[config.mk]
export PLATFORM = sky130hd
export DESIGN_NAME = timer_arbiter
export DESIGN_NICKNAME = d
export VERILOG_FILES = /design/src/rtl/timer_arbiter.sv
export SDC_FILE = /design/constraint.sdc
export NUM_CORES = 1
export LEC_CHECK = 0
export BUFFER_PORTS_ARGS = -buffer_cell sky130_fd_sc_hd__buf_2
export CAP_MARGIN = 20
export CORE_MARGIN = 5
export CORE_UTILIZATION = 50
export CTS_CLUSTER_DIAMETER = 30
export DETAILED_ROUTE_END_ITERATION = 12
export GPL_TIMING_DRIVEN = 0
export PLACE_DENSITY = 0.78
export SLEW_MARGIN = 20
export SYNTH_ARGS = -nofsm -noshare
export SYNTH_HDL_FRONTEND = slang
export SYNTH_SLANG_ARGS = --single-unit
export TNS_END_PERCENT = 20
[constraint.sdc]
create_clock -name clk -period 5.1 [get_ports clk]
set_input_delay 1.02 -clock clk [delete_from_list [all_inputs] [get_ports clk]]
set_output_delay 1.02 -clock clk [all_outputs]
set_load 0.005 [all_outputs]
[src/rtl/timer_arbiter.sv]
`default_nettype none
// ============================================================================
// Module      : timer_arbiter
// Description : Round-robin arbiter that lends one internal cycle timer to
//               N_REQ requesters. The winner holds a one-hot grant for its
//               requested number of enabled cycles, then gets a one-cycle
//               done pulse. Dropping the request aborts the job silently.
// Revision    : 1.0 - initial release
// ============================================================================
module timer_arbiter #(
    parameter int N_REQ = 4,
    parameter int CNT_W = 8
) (
    input  logic                   clk,
    input  logic                   reset,
    input  logic                   enable,
    input  logic [N_REQ-1:0]       req,
    input  logic [N_REQ*CNT_W-1:0] dur,
    output logic [N_REQ-1:0]       grant,
    output logic [N_REQ-1:0]       done,
    output logic                   busy,
    output logic [CNT_W-1:0]       count
);

    localparam int c_IDX_W = (N_REQ > 1) ? $clog2(N_REQ) : 1;

    typedef enum logic [1:0] {
        IDLE = 2'd0,
        RUN  = 2'd1,
        DONE = 2'd2
    } state_t;

    state_t               r_state;
    logic [c_IDX_W-1:0]   r_ptr;
    logic [c_IDX_W-1:0]   r_own;
    logic [CNT_W-1:0]     r_dlen;
    logic [N_REQ-1:0]     r_grant;
    logic [N_REQ-1:0]     r_done;
    logic                 r_busy;
    logic [CNT_W-1:0]     r_count;

    state_t               w_state;
    logic [c_IDX_W-1:0]   w_ptr;
    logic [c_IDX_W-1:0]   w_own;
    logic [CNT_W-1:0]     w_dlen;
    logic [N_REQ-1:0]     w_grant;
    logic [N_REQ-1:0]     w_done;
    logic                 w_busy;
    logic [CNT_W-1:0]     w_count;

    logic                 w_found;
    logic [c_IDX_W-1:0]   w_sel;
    logic [c_IDX_W-1:0]   w_idx;
    logic [CNT_W-1:0]     w_sel_dur;
    logic [CNT_W-1:0]     w_sel_dlen;
    logic [c_IDX_W-1:0]   w_ptr_after;
    logic                 w_last;

    // Round-robin search: first active request starting at r_ptr, wrapping.
    always_comb begin
        w_found = 1'b0;
        w_sel   = '0;
        w_idx   = '0;
        for (int k = 0; k < N_REQ; k++) begin
            if (int'(r_ptr) + k >= N_REQ) begin
                w_idx = c_IDX_W'(int'(r_ptr) + k - N_REQ);
            end else begin
                w_idx = c_IDX_W'(int'(r_ptr) + k);
            end
            if (!w_found && req[w_idx]) begin
                w_found = 1'b1;
                w_sel   = w_idx;
            end
        end
    end

    // A zero duration is promoted to one cycle so the job always completes.
    assign w_sel_dur   = dur[int'(w_sel)*CNT_W +: CNT_W];
    assign w_sel_dlen  = (w_sel_dur == '0) ? CNT_W'(1) : w_sel_dur;
    // The just-served requester drops to lowest priority next time round.
    assign w_ptr_after = (r_own == c_IDX_W'(N_REQ - 1)) ? '0 : r_own + c_IDX_W'(1);
    assign w_last      = (r_count == r_dlen - CNT_W'(1));

    // Next-state and next-output decode; every register gets a hold default.
    always_comb begin
        w_state = r_state;
        w_ptr   = r_ptr;
        w_own   = r_own;
        w_dlen  = r_dlen;
        w_grant = r_grant;
        w_done  = '0;
        w_busy  = r_busy;
        w_count = r_count;
        case (r_state)
            IDLE: begin
                w_grant = '0;
                w_busy  = 1'b0;
                w_count = '0;
                if (enable && w_found) begin
                    w_state = RUN;
                    w_own   = w_sel;
                    w_dlen  = w_sel_dlen;
                    w_grant = N_REQ'(1) << w_sel;
                    w_busy  = 1'b1;
                end
            end
            RUN: begin
                if (!req[r_own]) begin
                    // Abort beats completion; no done pulse for this job.
                    w_state = IDLE;
                    w_grant = '0;
                    w_busy  = 1'b0;
                    w_count = '0;
                    w_ptr   = w_ptr_after;
                end else if (!enable) begin
                    w_count = r_count;
                end else if (w_last) begin
                    w_state = DONE;
                    w_grant = '0;
                    w_done  = N_REQ'(1) << r_own;
                    w_count = '0;
                end else begin
                    w_count = r_count + CNT_W'(1);
                end
            end
            DONE: begin
                w_state = IDLE;
                w_grant = '0;
                w_busy  = 1'b0;
                w_count = '0;
                w_ptr   = w_ptr_after;
            end
            default: begin
                w_state = IDLE;
                w_grant = '0;
                w_busy  = 1'b0;
                w_count = '0;
            end
        endcase
    end

    // State and output registers; reset kills any running job outright.
    always_ff @(posedge clk) begin
        if (!reset) begin
            r_state <= IDLE;
            r_ptr   <= '0;
            r_own   <= '0;
            r_dlen  <= '0;
            r_grant <= '0;
            r_done  <= '0;
            r_busy  <= 1'b0;
            r_count <= '0;
        end else begin
            r_state <= w_state;
            r_ptr   <= w_ptr;
            r_own   <= w_own;
            r_dlen  <= w_dlen;
            r_grant <= w_grant;
            r_done  <= w_done;
            r_busy  <= w_busy;
            r_count <= w_count;
        end
    end

    assign grant = r_grant;
    assign done  = r_done;
    assign busy  = r_busy;
    assign count = r_count;

endmodule
`default_nettype wire

# Yosys cells after proc, flatten, opt, wreduce, memory -nomap -nowiden
# Cells that the tools add are included.
[op_classes] muxes=40 shifts=3 n_lt_le_gt_ge=9 n_reduce_logical=16 n_eq_ne=8 n_addsub=10
[ops] cell="$shiftx 32x6->8" n=1
[ops] cell="$mux 2" n=14
[ops] cell="$mux 4" n=4
[ops] cell="$mux 8" n=2
[ops] cell="$lt 2x3->1 const B" n=5
[ops] cell="$mux 1" n=11
[ops] cell="$bmux 1 s2" n=5
[ops] cell="$ge 3x3->1 const B" n=3
[ops] cell="$add 8x1->8 const B" n=1
[ops] cell="$eq 8x8->1" n=1
[ops] cell="$logic_not 8->1" n=1
[ops] cell="$pmux 2 s2" n=2
[ops] cell="$pmux 4 s2" n=1
[ops] cell="$shl 1x2->4 const A" n=2
[ops] cell="$sub 2x1->2 const B" n=4
[ops] cell="$sub 8x1->8 const B" n=1
[ops] cell="$add 2x2->3 const B" n=2
[ops] cell="$ne 3x3->1 const B" n=2
[ops] cell="$reduce_and 2->1" n=3
[ops] cell="$reduce_and 3->1" n=2
[ops] cell="$reduce_and 5->1" n=1
[ops] cell="$eq 2x2->1 const B" n=2
[ops] cell="$logic_and 1x1->1" n=4
[ops] cell="$ne 2x2->1 const B" n=2
[ops] cell="other kinds (8)" n=10
[totals] ff_bits=31 elab_cells=94

# Longest topological paths before layout
# Gate-level depths: netlist (run 1).
[depth] ltp_word=17 ltp_mapped=10 mapped_depth_nobuf=9

# Least setup slack after synthesis (run 1)
# No wires, ideal clock.
[synth_timing] path_kind="input-to-reg" startpoint="input port req[1]" endpoint="register r_dlen[0]" required_ps=5030 setup_ps=70 slack_ps=2567 n_path_buf=1 path_stages=9 arrival_time_ps=2463 path_cell_list="nand2b_1 > a21oi_1 > o32a_1 > buf_4 > mux2i_1 > mux2i_1 > nor4_1 > a41oi_1 > a21oi_1"
[synth_via] elab_chain_len=15
[synth_lines] element="start: declaration" line="17" source="input logic [N_REQ-1:0] req,"
[synth_lines] element="$bmux 1 s2" line="70" source="if (!w_found && req[w_idx]) begin"
[synth_lines] element="$mux 1 (not written as such)" line="70"
[synth_lines] element="$mux 1" line="70"
[synth_lines] element="$logic_not 1->1" line="70"
[synth_lines] element="$logic_and 1x1->1" line="70"
[synth_lines] element="$mux 1" line="70"
[synth_lines] element="$logic_not 1->1" line="70"
[synth_lines] element="$logic_and 1x1->1" line="70"
[synth_lines] element="$mux 1" line="70"
[synth_lines] element="$logic_not 1->1" line="70"
[synth_lines] element="$logic_and 1x1->1" line="70"
[synth_lines] element="$mux 2" line="70"
[synth_lines] element="$shiftx 32x6->8" line="78" source="assign w_sel_dur = dur[int'(w_sel)*CNT_W +: CNT_W];"
[synth_lines] element="$logic_not 8->1" line="79" source="assign w_sel_dlen = (w_sel_dur == '0) ? CNT_W'(1) : w_sel_dur;"
[synth_lines] element="$mux 8" line="79"
[synth_lines] element="end signal: assignment" line="157" source="r_dlen <= w_dlen;"
[synth_lines] element="end: declaration" line="36" source="logic [CNT_W-1:0] r_dlen;"
# Several ways; a longest one is shown, not always the timed one. The select of a mux whose other input is x is not followed.
# A chain may end at the register's enable or synchronous reset.

# Worst setup path in the final report (run 1)
[layout_timing] startpoint="input port req[2]" endpoint="register r_dlen[6]"
# Same word-level chain as after synthesis.

==> results of run 1 <==
-- cell families after synthesis --
logic type / Yosys count / synth area share, %
adders and majority gates: 3 / 2.06
and+or+nand+nor: 94 / 25.3
DFF: 31 / 34.1
muxes: 18 / 10.6
AOI/OAI and AO/OA: 40 / 15.6
buffers and inverters: 17 / 4.20
xor gates and xnor gates: 16 / 8.12
-- power breakdown --
part | switching, W | internal, W | total [W]
registers | 0.0000142 | 0.000254 | 0.000268
clock network | 0.0000759 | 0.0000489 | 0.000125
logic | 0.0000764 | 0.0000671 | 0.000143
-- how the worst max path moves through the flow --
| stage | startpoint | end | cells after the start |
|---|---|---|---|
| global placement | req[2] | r_dlen[5] | 10 |
| global route | req[2] | r_dlen[5] | 10 |
| floorplan | req[1] | r_dlen[0] | 9 |
| CTS | req[2] | r_dlen[5] | 10 |
| detailed placement | req[2] | r_dlen[5] | 10 |
| finish | req[2] | r_dlen[6] | 10 |
-- state kept, by name (all words and copies together) (netlist names) --
signal   flops
r_state      2
grant        4
r_dlen       8
count        8
done         4
r_own        2
r_ptr        2
busy         1
-- through the flow --
| stage | hold WS (ps) | utilization (%) | cells | total power, W |
|---|---|---|---|---|
| final | 469 | 61.2 | 327 | 0.000536 |
| after global routing | 498 | 61.2 | 327 | 0.000567 |
| after CTS | 474 | 61.2 | 327 | 0.000540 |
| after detailed placement | 451 | 60.0 | 321 | 0.000416 |
| after global placement | 450 | 60.0 | 321 | 0.000412 |
| after floorplan | 449 | - | 219 | 0.000375 |
-- Yosys cell counts, types with 5 or more instances --
cell,number,area [um2]
dfxtp_1,31,621
a21oi_1,7,35.0
and2_1,5,31.3
nor4_1,5,31.3
inv_1,9,33.8
nand2_1,38,143
mux2i_1,17,170
xor2_1,11,96.3
nor2b_1,8,50.1
nand3_1,5,25.0
o21ai_0,13,65.1
nor2_1,16,60.1
-- per-layer routing --
layer  share of wire, %  vias up  GRT usage (%)
met1                 45      775           20.9
li1                   -      885              -
met5                  0        -              0
met4                2.0        0           7.45
met2                 45       52           25.8
met3                7.7        7           5.32
-- final cells by class --
type | count | area share, %
Buffer | 8 | 1.94
Clock buffer | 6 | 1.89
Inverter | 9 | 1.54
Multi-Input combinational cell | 171 | 51.2
Sequential cell | 31 | 28.3
Tap cell | 48 | 2.74
Timing Repair Buffer | 54 | 12.3
-- worst reg2reg max path, stage by stage, from the launching register on --
cell     delay [ps]
dfxtp_1         450
inv_1            70
ha_1            280
and2_1          220
o21ai_0         160
a21oi_1          90
nor4_1          420
nand3_2         170
nand3_2         150
buf_6           150
o32ai_1          90
==> run_results.csv, run 1 <==
group,metric,value,unit
yosys,ys_seq_area_share,34.1,%
hold_path,hold_path_depth,2,
critical_path,worstPathCellList,"buf_2 -> nor2b_1 -> o21ai_0 -> o21ai_0 -> nor2_2 -> clkbuf_1 -> nand3_1 -> o21ai_0 -> o21ai_0 -> and2_1",
detailed_routing,vias_per_cell,5.26,
sta,period_share,50.9,%
clock_tree,cts-resized-gates,0,
global_route,grt_max_degree,11,
critical_path,r2r_start,"r_dlen[0]",
critical_path,path_max_fanout,10,
yosys,synth_edf_count,0,
layout,layout_common_cells,"55 x buf_2, 38 x nand2_1, 31 x dfxtp_1",
hold_path,holdCritStartpoint,"grant[1]",
sta,relSlewSlack,33.7,%
yosys,synth_cells,219,
detailed_routing,routed-via-count,1719,
floorplanning,fp.dieW,70.3,um
sta,worst_pin_slew,978,ps
global_route,grt_pass1_vias,1569,
floorplanning,die_y,70.3,um
critical_path,required,5330,ps
critical_path,cp_slowest_cell,"clkbuf_1",
floorplanning,placementRows,22,
critical_path,cp_common_cell,"o21ai_0",
critical_path,path_class,"input port to register",
sta,min_period,2590,ps
placement,port_buffers,54,
critical_path,cp_num_buf_inv,2,
layout,num-fill-cells,340,
clock_tree,cts_setup_buffers,0,
yosys,syn_area,1820,um2
critical_path,rr_worst_depth,10,
placement,gp_congestion,0.851,
detailed_routing,firstDrtPassIters,4,
power_and_ir_drop,p_leak,0.971,nW
placement,place_area,2150,um2
flow_run,maxCapViolations,0,
clock_tree,cts.path.max_buffers,2,
clock_tree,hold_buffers,0,
layout,final_cell_area,2190,um2
sta,clock_skew,6.33,ps
global_route,overflow,0,
placement,hpwl,3220,um
layout,fin_nets,322,
critical_path,setup.worst_path.start_class,"input port",
power_and_ir_drop,ir_drop,122,uV
critical_path,path_delay_family,"simple AND/OR/NAND/NOR gates",
yosys,ys.flop_type,"dfxtp_1",
layout,final_common_cell,"buf_2",
sta,fmax,385,MHz
critical_path,slowest_delay,350,ps
clock_tree,worstSkewPairLatency,320,ps
floorplanning,design.core.area,3580,um2
sta,finalSetupViolCount,0,
sta,final_max_slew_viol_count,0,
detailed_routing,antenna_left,0,
global_route,grt_util_all_layers,16.6,%
detailed_routing,drtIter0Drc,76,
clock_tree,cts_tree,"done",
critical_path,crit_arrival,2820,ps
floorplanning,io-pin-count,56,
clock_tree,htree_levels,2,
sta,finalSetupTns,0,ps
yosys,synth_seq_cells,31,
layout,seqCellArea,621,um2
clock_tree,clockRootBuffer,"clkbuf_4",
clock_tree,cts_sinks,31,
detailed_routing,routed_wl,4130,um
layout,drive_gt1_share,25.4,%
detailed_routing,drcViolationCount,0,
detailed_routing,wl_per_cell,12.6,um
layout,multi_input_area,1120,um2
layout,diodes,0,
status,status,"finished, final reports clean",
global_route,grt_first_pass_wirelength,6750,um
critical_path,cp-end-kind,"register",
power_and_ir_drop,powerDensity,245,nW/um2
hold_path,hp-class,"register to register",
critical_path,worst-r2r-setup-slack,2730,ps
sta,fin_ws,2510,ps
critical_path,rr_endpoint,"grant[2]",
yosys,syn_nets,261,
floorplanning,start_util,50.8,%
yosys,synth_area_per_cell,8.30,um2
layout,area_growth,20.4,%
yosys,synth.distinct_cells,46,
hold_path,holdPathEnd,"grant[1]",
sta,hold_violations,0,
clock_tree,cts_made_buffers,5,
global_route,antenna_found_initial,0,
placement,pre_cts_ws,2170,ps
floorplanning,fp.dieArea,4940,um2
clock_tree,clk_pin_slew_worst_paths,90,ps
yosys,yosysWarnings,0,
sta,rsz0062_at_grt,"false",
yosys,synthArstFlopShare,0,%
No activity file was read; power rests on OpenSTA's default activity.
==> inputs of run 2 (changes only) <==
clock period = 2.5 ns   (was 5.1 ns; I/O delays follow)
==> run 2 against run 1 <==
Sequential power grew 100%. Sequential share of layout area is essentially flat. First-iteration DRC count down 1.3%. Hold slack got worse by 0.74 ps. Sequential cell count stayed put. Utilization grew 0.21 points. Design area is 0.34% higher. Non-clock buffer count unchanged. Critical path depth unchanged. Final cell count did not move. Wire length rose by 0.53%.
==> run_results.csv, run 2 (synthesis gave the netlist of run 1 again) <==
group,metric,value,unit
critical_path,slowest_delay,420,ps
layout,seqCellArea,622,um2
floorplanning,fp.dieW,70.3,um
global_route,grt_first_pass_wirelength,6750,um
layout,multi_input_area,1130,um2
critical_path,crit_start,"r_dlen[1]",
sta,fmax,447,MHz
detailed_routing,routed_wl,4150,um
critical_path,path_class,"register to register",
global_route,antenna_found_initial,0,
clock_tree,cts.path.max_buffers,2,
placement,port_buffers,54,
power_and_ir_drop,powerDensity,500,nW/um2
floorplanning,design.core.area,3580,um2
global_route,overflow,0,
sta,worst_pin_slew,1000,ps
power_and_ir_drop,p_clk_share,23.3,%
clock_tree,clk_pin_slew_worst_paths,90,ps
hold_path,holdCritStartpoint,"grant[1]",
detailed_routing,drtIter0Drc,75,
placement,hpwl,3220,um
global_route,grt_max_degree,11,
global_route,met2_usage,25.8,%
sta,period_share,89.5,%
power_and_ir_drop,p_seq_share,49.7,%
power_and_ir_drop,p_leak,0.972,nW
critical_path,crit_arrival,2430,ps
critical_path,setup.worst_path.start_class,"register",
power_and_ir_drop,power_switching_share,31.3,%
detailed_routing,antenna_left,0,
critical_path,cp_slowest_cell,"dfxtp_1",
sta,rsz0062_at_grt,"false",
hold_path,hp-class,"register to register",
sta,clock_skew,6.89,ps
clock_tree,cts_tree,"done",
layout,area_growth,20.9,%
detailed_routing,firstDrtPassIters,4,
global_route,grt_use_met3,5.32,%
clock_tree,cts_sinks,31,
detailed_routing,wl_per_cell,12.7,um
detailed_routing,vias_per_cell,5.29,
sta,finalSetupTns,0,ps
global_route,grt_util_all_layers,16.6,%
detailed_routing,drcViolationCount,0,
floorplanning,fp.dieArea,4940,um2
layout,final_util,61.4,%
floorplanning,start_util,50.8,%
power_and_ir_drop,p_sw,0.000345,W
sta,relSlewSlack,32.2,%
floorplanning,io-pin-count,56,
clock_tree,worstSkewPairLatency,320,ps
critical_path,path_max_fanout,10,
critical_path,required,2690,ps
clock_tree,htree_levels,2,
power_and_ir_drop,p_int,0.000755,W
sta,final_max_slew_viol_count,0,
critical_path,cp_common_cell,"nand3_2",
critical_path,worstPathCellList,"inv_1 -> ha_1 -> and2_1 -> o21ai_0 -> a21oi_1 -> nor4_2 -> nand3_2 -> nand3_2 -> buf_6 -> o32ai_1",
global_route,grt_pass1_vias,1569,
sta,fin_hold_ws,468,ps
critical_path,r2r_start,"r_dlen[1]",
layout,fin_nets,322,
detailed_routing,routed-via-count,1731,
clock_tree,hold_buffers,0,
sta,hold_violations,0,
layout,layout_common_cells,"55 x buf_2, 38 x nand2_1, 30 x dfxtp_1",
placement,gp_congestion,0.851,
critical_path,cp-end-kind,"register",
floorplanning,placementRows,22,
layout,num-fill-cells,339,
clock_tree,cts_made_buffers,5,
layout,final_common_cell,"buf_2",
power_and_ir_drop,ir_drop,252,uV
power_and_ir_drop,comb_power_share,27.0,%
layout,drive_gt1_share,26.2,%
clock_tree,clockRootBuffer,"clkbuf_4",
sta,min_period,2240,ps
sta,finalSetupViolCount,0,
global_route,grtUsageMet1,20.9,%
layout,diodes,0,
flow_run,maxCapViolations,0,
status,status,"finished, final reports clean",
floorplanning,die_y,70.3,um
global_route,gr-max-usage-layer,"met2",
-- run 2: cell counts in the layout (fill, tap and decap cells not counted) --
No cell type changed its count.
-- run 2: per-stage QoR --
stage / total power, W / area (um2) / setup WS [ps] / std cells
finish: 0.00110 / 2200 / 262 / 327
global route: 0.00116 / 2200 / 67.0 / 327
CTS: 0.00110 / 2190 / 130 / 327
detailed placement: 0.000848 / 2150 / 85.6 / 321
global placement: 0.000840 / 2150 / 95.6 / 321
floorplan: 0.000764 / 1820 / 440 / 219
-- run 2: worst paths after layout --
| check | endpoint | slack (ps) | cells after the start |
|---|---|---|---|
| setup / recovery | grant[2] | 260 | 10 |
| hold / removal | grant[1] | 470 | 2 |
| setup reg to reg | grant[2] | 260 | 10 |
| hold reg to reg | grant[1] | 470 | 2 |
-- run 2: power groups by stage --
stage / clock network [W] / logic [W] / registers, W
2_1_floorplan: 0 / 0.000215 / 0.000550
3_3_place_gp: 0 / 0.000284 / 0.000556
3_5_place_dp: 0 / 0.000292 / 0.000557
4_1_cts: 0.000261 / 0.000294 / 0.000546
5_1_grt: 0.000281 / 0.000330 / 0.000550
6_report: 0.000256 / 0.000297 / 0.000547
-- run 2: repair_timing --
item | 4_1_cts | 5_1_grt
setup endpoints to repair | 0 | 6
resized for setup | 0 | 2
buffers inserted | 0 | 0
-- run 2: cell type report --
cell class / count / area share (%)
well taps: 48 / 2.73
multi-input cells: 171 / 51.3
plain buffers: 8 / 1.94
repair buffers: 54 / 12.3
inverters: 9 / 1.54
clock buffers: 6 / 1.88
flip-flops and latches: 31 / 28.3
-- run 2: worst max-delay path, delay by kind of cell, from the launching register on --
family	cells	cell delay [ps]
DFF	1	420
AOI/OAI and AO/OA	3	350
buffers and inverters	2	220
and+or+nand+nor	4	870
adders and majority gates	1	250
-- run 2: per-layer routing --
metal  vias up  part of all wire, %
met2        59                   44
li1        885                    -
met1       780                   45
met5         -                    0
met4         0                  2.0
met3         7                  8.4
==> inputs of run 3 (changes only) <==
CELL_PAD_IN_SITES_DETAIL_PLACEMENT = 1   (was unset)
CELL_PAD_IN_SITES_GLOBAL_PLACEMENT = 2   (was unset)
CORE_UTILIZATION = 29   (was 50)
MAX_ROUTING_LAYER = met4   (was unset)
PLACE_DENSITY = unset   (was 0.78)
PLACE_DENSITY_LB_ADDON = 0.1   (was unset)
==> run 3 against run 2 <==
Clock power rose by 76%. Sequential cell count did not move. Wire length rose by 28%. Register-to-register slack got worse by 80 ps. Sequential share of layout area fell by 1.2 points. Final cell count rose by 8.9%. Maximum frequency fell by 3.3%.
==> run_results.csv, run 3 (synthesis gave the netlist of run 1 again) <==
group,metric,value,unit
power_and_ir_drop,p_seq_share,42.0,%
placement,gp_congestion,0.734,
sta,final_max_slew_viol_count,0,
floorplanning,placementRows,28,
layout,diodes,0,
floorplanning,die_y,89.2,um
floorplanning,start_util,30.3,%
layout,num-fill-cells,771,
clock_tree,cts_setup_buffers,0,
floorplanning,fp.dieArea,7950,um2
placement,port_buffers,54,
layout,fin_nets,322,
sta,fmax,432,MHz
sta,rsz0062_at_grt,"false",
layout,drive_gt1_share,27.0,%
clock_tree,cts.path.max_buffers,2,
critical_path,path_class,"register to register",
detailed_routing,vias_per_cell,4.85,
critical_path,worst-r2r-setup-slack,190,ps
power_and_ir_drop,powerDensity,568,nW/um2
clock_tree,clk_pin_slew_worst_paths,70,ps
global_route,grt_pass1_vias,1788,
power_and_ir_drop,power_switching_share,30.5,%
sta,period_share,92.5,%
layout,multi_input_area,1130,um2
sta,clock_skew,5.74,ps
sta,hold_violations,0,
critical_path,crit_arrival,2460,ps
global_route,antenna_found_initial,0,
placement,place_area,2180,um2
detailed_routing,wl_per_cell,14.9,um
critical_path,path_max_fanout,10,
sta,fin_ws,186,ps
power_and_ir_drop,p_leak,0.998,nW
floorplanning,fp.dieW,89.2,um
status,status,"finished, final reports clean",
placement,pre_cts_ws,-15.4,ps
clock_tree,htree_levels,2,
layout,final_common_cell,"buf_2",
layout,area_growth,26.2,%
detailed_routing,firstDrtPassIters,4,
clock_tree,cts_made_buffers,5,
power_and_ir_drop,p_sw,0.000397,W
power_and_ir_drop,comb_power_share,23.4,%
global_route,grt_max_degree,11,
hold_path,hp-class,"register to register",
layout,seqCellArea,622,um2
sta,worst_pin_slew,944,ps
critical_path,setup.worst_path.start_class,"register",
detailed_routing,drtIter0Drc,35,
detailed_routing,routed-via-count,1725,
layout,final_cell_area,2290,um2
critical_path,required,2650,ps
global_route,grt_util_all_layers,14.7,%
sta,min_period,2310,ps
layout,layout_common_cells,"55 x buf_2, 38 x nand2_1, 30 x dfxtp_1",
clock_tree,cts_sinks,31,
global_route,overflow,0,
detailed_routing,antenna_left,0,
sta,relSlewSlack,36.1,%
floorplanning,design.core.area,5990,um2
sta,finalSetupTns,0,ps
power_and_ir_drop,ir_drop,211,uV
detailed_routing,drcViolationCount,0,
clock_tree,worstSkewPairLatency,290,ps
global_route,grt_first_pass_wirelength,8780,um
sta,fin_hold_ws,468,ps
placement,hpwl,4200,um
floorplanning,io-pin-count,56,
power_and_ir_drop,p_int,0.000906,W
clock_tree,clockRootBuffer,"clkbuf_8",
critical_path,cp-end-kind,"register",
clock_tree,cts_tree,"done",
sta,finalSetupViolCount,0,
flow_run,maxCapViolations,0,
power_and_ir_drop,p_clk_share,34.6,%
detailed_routing,routed_wl,5290,um
==> run 3: repair_timing <==
| item | 4_1_cts | 5_1_grt |
|---|---|---|
| endpoints found under the hold margin | 0 | 0 |
| hold buffers | 0 | 0 |
| resized for setup | 0 | 2 |
| endpoints found under the setup margin | 0 | 13 |
==> run 3: worst max-delay path: stages, from the launching register on <==
cell and delay [ps]:
dfxtp_2 400, inv_1 60, ha_1 270, and2_1 220
o21ai_0 180, a21oi_1 110, nor4_2 370, nand3_2 170
nand3_2 160, buf_6 160, o32ai_1 90
==> run 3: cell type report <==
cell class                      count  share of cell area, %
Multi-Input combinational cell    171                   49.2
Sequential cell                    31                   27.1
Timing Repair Buffer               54                   11.8
Clock buffer                        7                   4.20
Tap cell                           75                   4.09
Buffer                              8                   1.85
Inverter                            9                   1.47
Clock inverter                      1                  0.327
==> run 3: metal layers <==
layer | GRT usage [%] | vias up | wire [um]
li1 | - | 885 | -
met1 | 19.0 | 798 | 2520
met2 | 23.6 | 37 | 2490
met3 | 3.32 | 5 | 242
met4 | 3.25 | 0 | 44
met5 | - | - | 0
==> run 3: power groups by stage <==
stage               Combinational (W)  Clock, W  Sequential [W]
CTS                          0.000307  0.000472        0.000547
global route                 0.000346  0.000497        0.000552
detailed placement           0.000306         0        0.000559
floorplan                    0.000215         0        0.000550
global placement             0.000300         0        0.000558
finish                       0.000305  0.000450        0.000548
==> run 3: stage by stage <==
step | power (W) | util (%) | cells
global route | 0.00139 | 38.3 | 356
floorplan | 0.000764 | - | 219
global placement | 0.000858 | 36.4 | 348
detailed placement | 0.000864 | 36.4 | 348
CTS | 0.00133 | 38.2 | 356
finish | 0.00130 | 38.3 | 356
==> run 3: worst paths after layout <==
check | start | to | depth (start not counted)
hold / removal | grant[2] | grant[2] | 2
hold reg to reg | grant[2] | grant[2] | 2
setup / recovery | r_dlen[0] | grant[2] | 10
setup reg to reg | r_dlen[0] | grant[2] | 10
